<file path="config.mk">
export PLATFORM = sky130hd
export DESIGN_NAME = mem_port_ctrl
export DESIGN_NICKNAME = d
export VERILOG_FILES = /design/src/rtl/mem_port_ctrl_pkg.sv /design/src/rtl/mem_rsp_fifo.sv /design/src/rtl/mem_port_ctrl.sv
export SDC_FILE = /design/constraint.sdc
export NUM_CORES = 1
export LEC_CHECK = 0
export ABC_AREA = 1
export ABC_CLOCK_PERIOD_IN_PS = 10600
export CORE_UTILIZATION = 35
export DETAILED_ROUTE_END_ITERATION = 10
export HOLD_SLACK_MARGIN = 0.05
export PLACE_DENSITY_LB_ADDON = 0.12
export SLEW_MARGIN = 10
export SYNTH_ARGS = -nofsm -noshare
export SYNTH_HDL_FRONTEND = slang
export SYNTH_SLANG_ARGS = --single-unit
</file>
<file path="constraint.sdc">
create_clock -name iw_clk -period 10.6 [get_ports iw_clk]
set_input_delay 2.12 -clock iw_clk [delete_from_list [all_inputs] [get_ports iw_clk]]
set_output_delay 2.12 -clock iw_clk [all_outputs]
set_load 0.05 [all_outputs]
</file>
<file path="src/rtl/mem_port_ctrl_pkg.sv">
// ============================================================================
// mem_port_ctrl_pkg : shared sizes, FSM encodings and response record for
//                     the memory port controller.
// Revision: 1.0
// ============================================================================
`default_nettype none

package mem_port_ctrl_pkg;

    localparam int HBIT_ADDR     = 11;
    localparam int HBIT_DATA     = 23;
    localparam int MEM_WORDS_DEF = 4096;

    localparam logic [0:0] S_INIT = 1'b0;
    localparam logic [0:0] S_RUN  = 1'b1;

    typedef struct packed {
        logic                 is_wr;
        logic [HBIT_DATA:0]   rdata;
    } rsp_t;

endpackage

`default_nettype wire

</file>
<file path="src/rtl/mem_rsp_fifo.sv">
// ============================================================================
// mem_rsp_fifo : synchronous response FIFO with push/pop/count/head and
//                asynchronous active-high reset.
// Revision: 1.0
// ============================================================================
`default_nettype none

module mem_rsp_fifo #(
    parameter int WIDTH = 25,
    parameter int DEPTH = 4
) (
    input  logic                           clk_i,
    input  logic                           rst_i,
    input  logic                           push_i,
    input  logic [WIDTH-1:0]               push_data_i,
    input  logic                           pop_i,
    output logic [WIDTH-1:0]               head_o,
    output logic [$clog2(DEPTH+1)-1:0]     count_o
);

    localparam int PTR_W = (DEPTH > 1) ? $clog2(DEPTH) : 1;
    localparam int CNT_W = $clog2(DEPTH + 1);

    logic [WIDTH-1:0] mem_q [DEPTH];
    logic [PTR_W-1:0] wr_q;
    logic [PTR_W-1:0] rd_q;
    logic [CNT_W-1:0] cnt_q;

    function automatic logic [PTR_W-1:0] next_ptr(input logic [PTR_W-1:0] p);
        return (p == PTR_W'(DEPTH - 1)) ? '0 : p + 1'b1;
    endfunction

    always_ff @(posedge clk_i or posedge rst_i) begin
        if (rst_i) begin
            wr_q  <= '0;
            rd_q  <= '0;
            cnt_q <= '0;
            for (int i = 0; i < DEPTH; i++) begin
                mem_q[i] <= '0;
            end
        end else begin
            if (push_i) begin
                mem_q[wr_q] <= push_data_i;
                wr_q        <= next_ptr(wr_q);
            end
            if (pop_i) begin
                rd_q <= next_ptr(rd_q);
            end
            case ({push_i, pop_i})
                2'b10:   cnt_q <= cnt_q + 1'b1;
                2'b01:   cnt_q <= cnt_q - 1'b1;
                default: cnt_q <= cnt_q;
            endcase
        end
    end

    assign head_o  = mem_q[rd_q];
    assign count_o = cnt_q;

    // The credit check upstream makes both of these unreachable.
    a_no_overflow: assert property (@(posedge clk_i) disable iff (rst_i)
        !(push_i && !pop_i && (cnt_q == CNT_W'(DEPTH))));
    a_no_underflow: assert property (@(posedge clk_i) disable iff (rst_i)
        !(pop_i && (cnt_q == '0)));

endmodule

`default_nettype wire

</file>
<file path="src/rtl/mem_port_ctrl.sv">
// ============================================================================
// mem_port_ctrl : pipeline-side initiator for the single-port RAM with init
//                 sweep, credit-based response buffering and backpressure.
//                 Optional macro MEM_WACK_EN: stores return an ack response.
// Revision: 1.0
// ============================================================================
`default_nettype none

module mem_port_ctrl
    import mem_port_ctrl_pkg::*;
#(
    parameter int               RSP_DEPTH  = 4,
    parameter int               INIT_SWEEP = 1,
    parameter int               MEM_WORDS  = MEM_WORDS_DEF,
    parameter logic [HBIT_DATA:0] INIT_VAL = '0
) (
    input  logic                 iw_clk,
    input  logic                 iw_rst,
    input  logic                 iw_req_valid,
    output logic                 ow_req_ready,
    input  logic                 iw_req_we,
    input  logic [HBIT_ADDR:0]   iw_req_addr,
    input  logic [HBIT_DATA:0]   iw_req_wdata,
    output logic                 ow_rsp_valid,
    input  logic                 iw_rsp_ready,
    output logic [HBIT_DATA:0]   ow_rsp_rdata,
    output logic                 ow_rsp_is_wr,
    output logic                 ow_init_done,
    output logic                 ow_mem_we,
    output logic [HBIT_ADDR:0]   ow_mem_addr,
    output logic [HBIT_DATA:0]   ow_mem_wdata,
    input  logic [HBIT_DATA:0]   iw_mem_rdata
);

    localparam int               AW        = HBIT_ADDR + 1;
    localparam int               CNT_W     = $clog2(RSP_DEPTH + 1);
    localparam logic [AW-1:0]    LAST_ADDR = AW'(MEM_WORDS - 1);
    localparam logic [0:0]       RST_STATE = (INIT_SWEEP != 0) ? S_INIT : S_RUN;

    logic [0:0]     state_q, state_d;
    logic [AW-1:0]  ctr_q, ctr_d;
    logic           infl_q, infl_d;
    logic [CNT_W-1:0] fifo_cnt;
    logic [CNT_W:0] credits_used;
    rsp_t           fifo_head;
    rsp_t           fifo_push_data;
    logic           sweep;
    logic           accept;
    logic           needs_rsp;
    logic           pop;

    assign sweep        = (state_q == S_INIT) && !iw_rst;
    assign credits_used = {{CNT_W{1'b0}}, infl_q} + {1'b0, fifo_cnt};
    assign ow_req_ready = (state_q == S_RUN) && !iw_rst &&
                          (credits_used < (CNT_W + 1)'(RSP_DEPTH));
    assign accept       = iw_req_valid && ow_req_ready;
    assign ow_init_done = (state_q == S_RUN);

`ifdef MEM_WACK_EN
    logic infl_wr_q;
    assign needs_rsp = 1'b1;
    always_ff @(posedge iw_clk or posedge iw_rst) begin
        if (iw_rst) infl_wr_q <= 1'b0;
        else        infl_wr_q <= accept && iw_req_we;
    end
    assign fifo_push_data = '{is_wr: infl_wr_q, rdata: iw_mem_rdata};
`else
    assign needs_rsp      = !iw_req_we;
    assign fifo_push_data = '{is_wr: 1'b0, rdata: iw_mem_rdata};
`endif

    always_comb begin
        state_d = state_q;
        ctr_d   = ctr_q;
        infl_d  = accept && needs_rsp;
        if (state_q == S_INIT) begin
            ctr_d = ctr_q + 1'b1;
            if (ctr_q == LAST_ADDR) begin
                state_d = S_RUN;
            end
        end
    end

    always_ff @(posedge iw_clk or posedge iw_rst) begin
        if (iw_rst) begin
            state_q <= RST_STATE;
            ctr_q   <= '0;
            infl_q  <= 1'b0;
        end else begin
            state_q <= state_d;
            ctr_q   <= ctr_d;
            infl_q  <= infl_d;
        end
    end

    // RAM port: sweep owns it during init, otherwise only an accepted request drives it.
    always_comb begin
        ow_mem_we    = 1'b0;
        ow_mem_addr  = '0;
        ow_mem_wdata = '0;
        if (sweep) begin
            ow_mem_we    = 1'b1;
            ow_mem_addr  = ctr_q;
            ow_mem_wdata = INIT_VAL;
        end else if (accept) begin
            ow_mem_we    = iw_req_we;
            ow_mem_addr  = iw_req_addr;
            ow_mem_wdata = iw_req_wdata;
        end
    end

    assign ow_rsp_valid = (fifo_cnt != '0);
    assign pop          = ow_rsp_valid && iw_rsp_ready;
    assign ow_rsp_rdata = fifo_head.rdata;
    assign ow_rsp_is_wr = fifo_head.is_wr;

    mem_rsp_fifo #(
        .WIDTH (HBIT_DATA + 2),
        .DEPTH (RSP_DEPTH)
    ) u_rsp_fifo (
        .clk_i       (iw_clk),
        .rst_i       (iw_rst),
        .push_i      (infl_q),
        .push_data_i (fifo_push_data),
        .pop_i       (pop),
        .head_o      (fifo_head),
        .count_o     (fifo_cnt)
    );

endmodule

`default_nettype wire

</file>
==> impl_metrics.toml, run 1 <==
[status]
outcome = "completed"

[synth]
async_reset_ff_share_pct = 100.0
synth_top_flop_cell = "dfrtp_1"
seq_area_frac_synth_pct = 51.18
synth_seq_cells = 117
syn_nets = 762
synth_warnings = 0
synth_cells = 689
synth_area_leaders = "dfrtp_1 51%, o21ai_0 14%, nand2_1 9.3%, inv_1 5.4%, nor2_1 4.2%"
netlist.area_leader.share_pct = 51.18
synth_edf_count = 0
ys_types = 27
yosysTopAreaCell = "dfrtp_1"
synth.most_common_cell = "o21ai_0"
synthTopCellsByCount = "163 x o21ai_0, 142 x nand2_1, 117 x dfrtp_1, 82 x inv_1, 64 x nor2_1"
syn_area_per_cell_um2 = 8.303
syn_area_um2 = 5720

[grt]
track_usage_pct = 17.85
grt_pass1_wl_um = 23090
grt_max_degree = 72
grt_pass1_vias = 4790
grt-ovfl-total = 0
antenna_found_initial = 0

[worst_setup_path]
cpMostUsedCell = "clkdlybuf4s50_1"
cp_max_fo = 13
path_cells = "clkdlybuf4s50_1 > nor2_1 > nand2_1 > o21ai_0 > clkdlybuf4s50_1"
cp-startpoint = "iw_rst"
r2r-end = "u_rsp_fifo.rd_q[1]$_DFFE_PP0P_"
cp.arrival_ns = 4.39
slowest_stage = "clkdlybuf4s50_1"
cp_slowest_stage_delay_ns = 0.85
critical_path_buf_inv_count = 2
ff2ff_setup_slack_ns = 8.54
path_class = "in -> out"
startpoint_type = "input port"
r2r-start = "u_rsp_fifo.rd_q[1]$_DFFE_PP0P_"
cp-end-kind = "output port"
cp.depth = 5
r2r_cells = 2
crit_required_ns = 8.48
crit_family = "buffers and inverters"

[finish]
final_nets = 875
fillers = 1569
syn_to_final_growth_pct = 33.99
num_antenna_cells = 0
drive_gt1_share_pct = 7.730
finalNonFillerCells = 1031

[drt]
drc = 0
wire_per_inst_um = 13.72
num_vias = 4869
routed_wl_um = 14150
first_pass_iters = 5
drt_iter0_markers = 316
via_per_inst = 4.723
ant_nets = 0

[clock_network]
tritoncts = "done"
clk_latency_ns = 0.42
holdBufCountCts = 0
ctsResizeCount = 0
post_cts_buffers = 0
cts_buffer_depth = 2
cts-buffers-inserted = 17
cts_max_level = 4
cts-root-buf = "clkbuf_16"
cts_num_sinks = 117
clk_pin_slew_ns = 0.05

[power]
p_leak_nw = 3.597
powerDensity_nw_per_um2 = 195.8
ir_worst_vdd_mv = 0.1511

[sta]
skew_ns = 0.01931
maxSlewViolCount = 0
max_slew_margin_pct = 35.92
tightest_slew_ns = 0.9613
setup_viol = 0
finalSetupTns_ns = 0
min_period_ns = 6.508
whs_ns = 0.4767
grt_setup_unrepaired = "no"
finalCritPeriodShare_pct = 61.39
timing.fmax_mhz = 153.7
hold_viol_final = 0

[floorplan]
die_h_um = 129.8
initial_core_util_pct = 35.88
die_area_um2 = 16860
die_width_um = 129.8
core_um2 = 15940
fp-row-count = 46
top_level_ports = 130

[hold_path]
min_path_cells = 2
hold_start = "u_rsp_fifo.mem_q[56]$_DFFE_PP0P_"
hold_path_class = "reg -> reg"
hold-path-endpoint = "u_rsp_fifo.mem_q[56]$_DFFE_PP0P_"

[place]
gp_congestion = 0.8056
io_buffer_count = 128
place_inst = 999
dp_hpwl_um = 9043

[run]
maxCapViolCount = 0
[logic make-up (layout without fill, tap and decap cells)]
| family | Yosys count | after routing | synth area share, % |
|---|---|---|---|
| flops | 117 | 117 | 51.18 |
| compound gates | 189 | 189 | 17.10 |
| buf+inv | 124 | 250 | 9.252 |
| other cells | 1 | 1 | 0.06555 |
| xor+xnor | 9 | 9 | 1.378 |
| fa+ha+maj | 8 | 8 | 1.881 |
| simple gates | 241 | 241 | 19.14 |
[layout by cell type, fill, tap and decap left out]
cell	count
o21bai_1	1
xnor2_1	6
clkinvlp_4	1
xor2_1	3
nand3_1	8
nor3_1	1
and2_1	1
clkbuf_8	3
nand3_2	1
nand2_2	1
clkdlybuf4s50_1	128
ha_1	7
nand2_1	141
dfrtp_1	117
nor2_4	20
nor3_4	1
buf_4	7
nand4_1	3
clkinv_2	9
fa_1	1
inv_4	1
clkbuf_1	1
o21ai_0	163
inv_2	1
clkbuf_16	17
nor2_1	64
o22ai_1	24
a21oi_1	1
conb_1	1
inv_1	81
bufinv_16	1
[sequential cells by signal, summed over array words and instances (netlist names)]
signal and flops:
u_rsp_fifo.wr_q 2, u_rsp_fifo.count_o 3, ow_init_done 1, ctr_q 12
infl_q 1, u_rsp_fifo.rd_q 2, u_rsp_fifo.mem_q 96
[tightest hold or removal path, cell delays in order (launching register included)]
cell and delay (ns):
dfrtp_1 0.33, nand2_1 0.05, o21ai_0 0.06
[routing by layer]
layer  track usage (%)  routed length (um)  vias up
met1             22.16                6253     2277
met4             7.250                 220        0
met2             29.63                6910      152
li1                  -                   -     2422
met3             4.592                 765       18
met5                 0                   0        -
[cell type report]
type,count,area (um2),share of cell area [%]
timing repair buffer,135,1334,17.40
clock inverter,11,82.58,1.077
sequential,117,2928,38.20
tap,216,270.3,3.526
multi-input combinational,448,2266,29.56
inverter,83,314.1,4.097
clock buffer,21,470.5,6.138
[power by group]
part	switching, mW	internal [mW]
logic	0.341	0.151
clock network	0.193	0.336
registers	0.0232	0.457
[metrics by stage]
stage	total power [mW]	setup WS [ns]	util [%]	area, um2
final	1.500	4.092	48.08	7665
after global routing	1.575	3.909	48.08	7665
after global placement	0.9801	4.142	44.61	7112
after floorplan	0.8058	4.848	-	5720
after CTS	1.521	4.046	48.08	7665
after detailed placement	0.9855	4.058	44.61	7112
[worst max-delay path by stage]
stage	to	slack, ns
floorplan	ow_mem_addr[10]	4.85
global placement	ow_mem_addr[3]	4.14
detailed placement	ow_mem_addr[10]	4.06
CTS	ow_mem_addr[10]	4.05
global route	ow_mem_addr[4]	3.91
finish	ow_mem_addr[10]	4.09
Note: power is estimated with default switching activity, not from simulation.
==> inputs of run 2 (changes only) <==
- ABC_CLOCK_PERIOD_IN_PS: 10600 -> 5760
- clock period: 10.6 -> 5.76 ns (I/O delays scaled with it)
==> run 2 against run 1 <==
Net effect:
- hold slack improved by 0.0013 ns
- combinational power rose by 83%
- routed wire length rose by 0.63%
- critical path type unchanged
==> impl_metrics.toml, run 2 (same netlist as run 1, synthesis figures left out) <==
[drt]
first_pass_iters = 4
num_vias = 4800
via_per_inst = 4.665
routed_wl_um = 14240
wire_per_inst_um = 13.84
drc = 0
drt_iter0_markers = 287
ant_nets = 0

[clock_network]
ctsResizeCount = 0
clk_latency_ns = 0.41
holdBufCountCts = 0
tritoncts = "done"
cts-root-buf = "clkbuf_16"
post_cts_buffers = 0
cts_num_sinks = 117
cts_buffer_depth = 2
cts_max_level = 4
cts-buffers-inserted = 17
clk_pin_slew_ns = 0.05

[finish]
num_antenna_cells = 0
layout_commonest_cell = "o21ai_0"
final_cell_mix = "163 x o21ai_0, 141 x nand2_1, 125 x clkdlybuf4s50_1"
fin_util_pct = 48.05
final_nets = 875
drive_gt1_share_pct = 7.503
largest_reg_flops = 96
seqCellArea_um2 = 2928
fillers = 1542
top_register = "u_rsp_fifo.mem_q"
fin_area_um2 = 7661
syn_to_final_growth_pct = 33.92
multiInputGateArea_um2 = 2266
finalNonFillerCells = 1029

[hold_path]
hold_path_class = "reg -> reg"

[place]
gp_congestion = 0.7693
placement.cell_area_um2 = 7104
place_inst = 999
dp_hpwl_um = 9096
io_buffer_count = 128

[sta]
finalCritPeriodShare_pct = 79.12
hold_viol_final = 0
maxSlewViolCount = 0
setup_viol = 0
grt_setup_unrepaired = "no"
min_period_ns = 4.558
max_slew_margin_pct = 34.02
tightest_slew_ns = 0.9896
timing.fmax_mhz = 219.4
skew_ns = 0.009156
finalSetupTns_ns = 0

[floorplan]
core_um2 = 15940
die_width_um = 129.8
die_h_um = 129.8
top_level_ports = 130
die_area_um2 = 16860
initial_core_util_pct = 35.88
fp-row-count = 46

[worst_setup_path]
cp_max_fo = 38
r2r_cells = 2
crit_required_ns = 4.61
ff2ff_setup_slack_ns = 3.64
path_class = "in -> out"
cp-end-kind = "output port"
cp.arrival_ns = 3.41
r2r-start = "u_rsp_fifo.rd_q[1]$_DFFE_PP0P_"
cp-startpoint = "iw_rst"
crit_path_end = "ow_mem_addr[6]"
startpoint_type = "input port"
r2r-end = "u_rsp_fifo.rd_q[1]$_DFFE_PP0P_"

[run]
maxCapViolCount = 0

[grt]
grt_pass1_vias = 4767
track_usage_pct = 17.88
grt_pass1_wl_um = 23160
grt-ovfl-total = 0
grt_max_degree = 91
antenna_found_initial = 0

[power]
p_leak_nw = 3.596
p_total_mw = 2.761
powerDensity_nw_per_um2 = 360.4
ir_worst_vdd_mv = 0.2081

[status]
outcome = "completed"
[run 2: changes by cell type in the layout (fill, tap and decap cells not counted)]
cell / previous run / this run
clkinv_2: 9 / 3
buf_4: 7 / 10
clkbuf_1: 1 / 4
clkdlybuf4s50_1: 128 / 125
clkbuf_8: 3 / 5
clkinvlp_4: 1 / 0
inv_4: 1 / 0
inv_6: 0 / 1
[run 2: area by class of cell]
cell class	count	share of cell area, %
sequential	117	38.22
multi-input combinational	448	29.58
timing repair buffer	135	17.31
clock buffer	26	6.647
inverter	83	4.132
tap	216	3.528
clock inverter	4	0.5879
[run 2: through the flow]
stage                     setup slack [ns]  hold slack [ns]
after floorplan                      1.507           0.4478
after global placement               1.244           0.4606
after detailed placement             1.224           0.4677
after CTS                            1.187           0.4802
after global routing                 1.045           0.4980
final                                1.202           0.4780
[run 2: how the worst min path moves through the flow]
stage	start	to	slack (ns)	depth (start not counted)
after floorplan	u_rsp_fifo.mem_q[25]$_DFFE_PP0P_	u_rsp_fifo.mem_q[25]$_DFFE_PP0P_	0.45	2
after global placement	u_rsp_fifo.mem_q[41]$_DFFE_PP0P_	u_rsp_fifo.mem_q[41]$_DFFE_PP0P_	0.46	2
after detailed placement	u_rsp_fifo.mem_q[29]$_DFFE_PP0P_	u_rsp_fifo.mem_q[29]$_DFFE_PP0P_	0.47	2
after CTS	u_rsp_fifo.mem_q[29]$_DFFE_PP0P_	u_rsp_fifo.mem_q[29]$_DFFE_PP0P_	0.48	2
after global routing	u_rsp_fifo.mem_q[26]$_DFFE_PP0P_	u_rsp_fifo.mem_q[26]$_DFFE_PP0P_	0.50	2
final	u_rsp_fifo.mem_q[37]$_DFFE_PP0P_	u_rsp_fifo.mem_q[37]$_DFFE_PP0P_	0.48	2
[run 2: worst max-delay path, cell delays in order]
cell and delay [ns]:
clkdlybuf4s50_1 0.53, nor3_4 0.22, nand3_2 0.07, buf_4 0.32, o21ai_0 0.25, clkdlybuf4s50_1 0.83
[run 2: per-layer routing]
layer / up-vias / GRT usage, % / share of wire (%)
met5: - / 0 / 0
met4: 0 / 4.720 / 0.67
met3: 7 / 5.535 / 5.2
met2: 124 / 31.08 / 50
met1: 2248 / 21.43 / 44
li1: 2421 / - / -
[run 2: where the power goes]
group / leakage, nW / switching [mW] / internal (mW)
clock: 0.276 / 0.334 / 0.642
sequential: 1.11 / 0.0429 / 0.842
combinational: 2.21 / 0.623 / 0.277
total: 3.60 / 1.00 / 1.76
==> inputs of run 3 (changes only) <==
- ABC_CLOCK_PERIOD_IN_PS: 5760 -> 4630
- clock period: 5.76 -> 4.63 ns (I/O delays scaled with it)
==> run 3 against run 2 <==
Net effect:
- first-iteration DRC count rose by 22%
- cell count increased by 0.29%
- largest power group unchanged
- register-to-register slack got worse by 0.89 ns
- critical path type is now reg -> out
- clock-buffer cell count unchanged
- critical path depth shrank 1
==> impl_metrics.toml, run 3 (same netlist as run 1, synthesis figures left out) <==
[finish]
final_cell_mix = "163 x o21ai_0, 141 x nand2_1, 117 x dfrtp_1"
top_register = "u_rsp_fifo.mem_q"
layout_commonest_cell = "o21ai_0"
fin_util_pct = 50.52
final_nets = 878
largest_reg_flops = 96
syn_to_final_growth_pct = 40.79
drive_gt1_share_pct = 12.25
num_antenna_cells = 0
finalNonFillerCells = 1032
fillers = 1483

[floorplan]
core_um2 = 15940
die_width_um = 129.8
top_level_ports = 130
die_h_um = 129.8
fp-row-count = 46
die_area_um2 = 16860
initial_core_util_pct = 35.88

[power]
ir_worst_vdd_mv = 0.2508
p_total_mw = 3.472
powerDensity_nw_per_um2 = 431.1
p_leak_nw = 3.785

[drt]
first_pass_iters = 4
wire_per_inst_um = 14.41
via_per_inst = 4.797
drc = 0
ant_nets = 0
num_vias = 4950
drt_iter0_markers = 349
routed_wl_um = 14870

[sta]
setup_viol = 0
grt_setup_unrepaired = "no"
timing.fmax_mhz = 264.3
max_slew_margin_pct = 38.24
finalSetupTns_ns = 0
hold_viol_final = 0
min_period_ns = 3.784
finalCritPeriodShare_pct = 81.73
skew_ns = 0.004928
maxSlewViolCount = 0
tightest_slew_ns = 0.9231

[clock_network]
holdBufCountCts = 0
clk_latency_ns = 0.41
cts-root-buf = "clkbuf_16"
cts-buffers-inserted = 17
post_cts_buffers = 0
cts_buffer_depth = 2
tritoncts = "done"
cts_num_sinks = 117
cts_max_level = 4
clk_pin_slew_ns = 0.05
ctsResizeCount = 0

[grt]
grt_pass1_wl_um = 24280
grt-ovfl-total = 0
grt_max_degree = 67
track_usage_pct = 18.71
grt_pass1_vias = 4886
antenna_found_initial = 0

[status]
outcome = "completed"

[place]
dp_hpwl_um = 9706
place_inst = 1002
gp_congestion = 0.7685
io_buffer_count = 128

[worst_setup_path]
cp-end-kind = "output port"
crit_required_ns = 3.70
startpoint_type = "flop"
cp_max_fo = 23
path_class = "reg -> out"
cp.arrival_ns = 2.86

[hold_path]
hold_path_class = "reg -> reg"

[run]
maxCapViolCount = 0
run 3: final timing paths:
kind / start / to / slack (ns) / depth (start not counted)
max: u_rsp_fifo.rd_q[0]$_DFFE_PP0P_ / ow_rsp_rdata[17] / 0.85 / 5
min: u_rsp_fifo.mem_q[59]$_DFFE_PP0P_ / u_rsp_fifo.mem_q[59]$_DFFE_PP0P_ / 0.48 / 2
max reg2reg: u_rsp_fifo.count_o[2]$_DFFE_PP0P_ / u_rsp_fifo.count_o[2]$_DFFE_PP0P_ / 2.75 / 11
min reg2reg: u_rsp_fifo.mem_q[59]$_DFFE_PP0P_ / u_rsp_fifo.mem_q[59]$_DFFE_PP0P_ / 0.48 / 2
max in group asynchronous: iw_rst / u_rsp_fifo.mem_q[8]$_DFFE_PP0P_ / 2.57 / 3
min in group asynchronous: iw_rst / ow_init_done$_DFF_PP0_ / 1.15 / 2
run 3: per-stage QoR:
step,area (um2),hold slack (ns),worst slack (ns)
CTS,8054,0.4808,0.8172
detailed placement,7500,0.4678,0.9849
finish,8054,0.4752,0.8459
global route,8054,0.4968,0.6286
global placement,7500,0.4606,1.016
floorplan,5720,0.4478,0.6032
run 3: routing by layer:
metal / global-route usage, % / share of wire, %
met2: 31.27 / 49
met4: 5.814 / 1.4
met1: 23.45 / 44
met5: 0 / 0
met3: 5.289 / 5.8
run 3: report_power, final:
part | switching [mW] | internal (mW) | leakage, nW
logic | 0.823 | 0.356 | 2.40
registers | 0.0172 | 1.05 | 1.11
clock network | 0.429 | 0.800 | 0.276
run 3: critical path: stages, from the launching register on:
cell	delay, ns
dfrtp_1	0.37
inv_1	0.55
buf_4	0.36
o21ai_0	0.11
o22ai_1	0.21
clkdlybuf4s50_1	0.84
run 3: cell type report:
class,count,area (um2),area share (%)
well taps,216,270.3,3.356
repair buffers,138,1722,21.38
clock buffers,26,509.2,6.323
flip-flops and latches,117,2928,36.35
clock inverters,4,45.04,0.5593
multi-input cells,448,2266,28.13
inverters,83,314.1,3.899
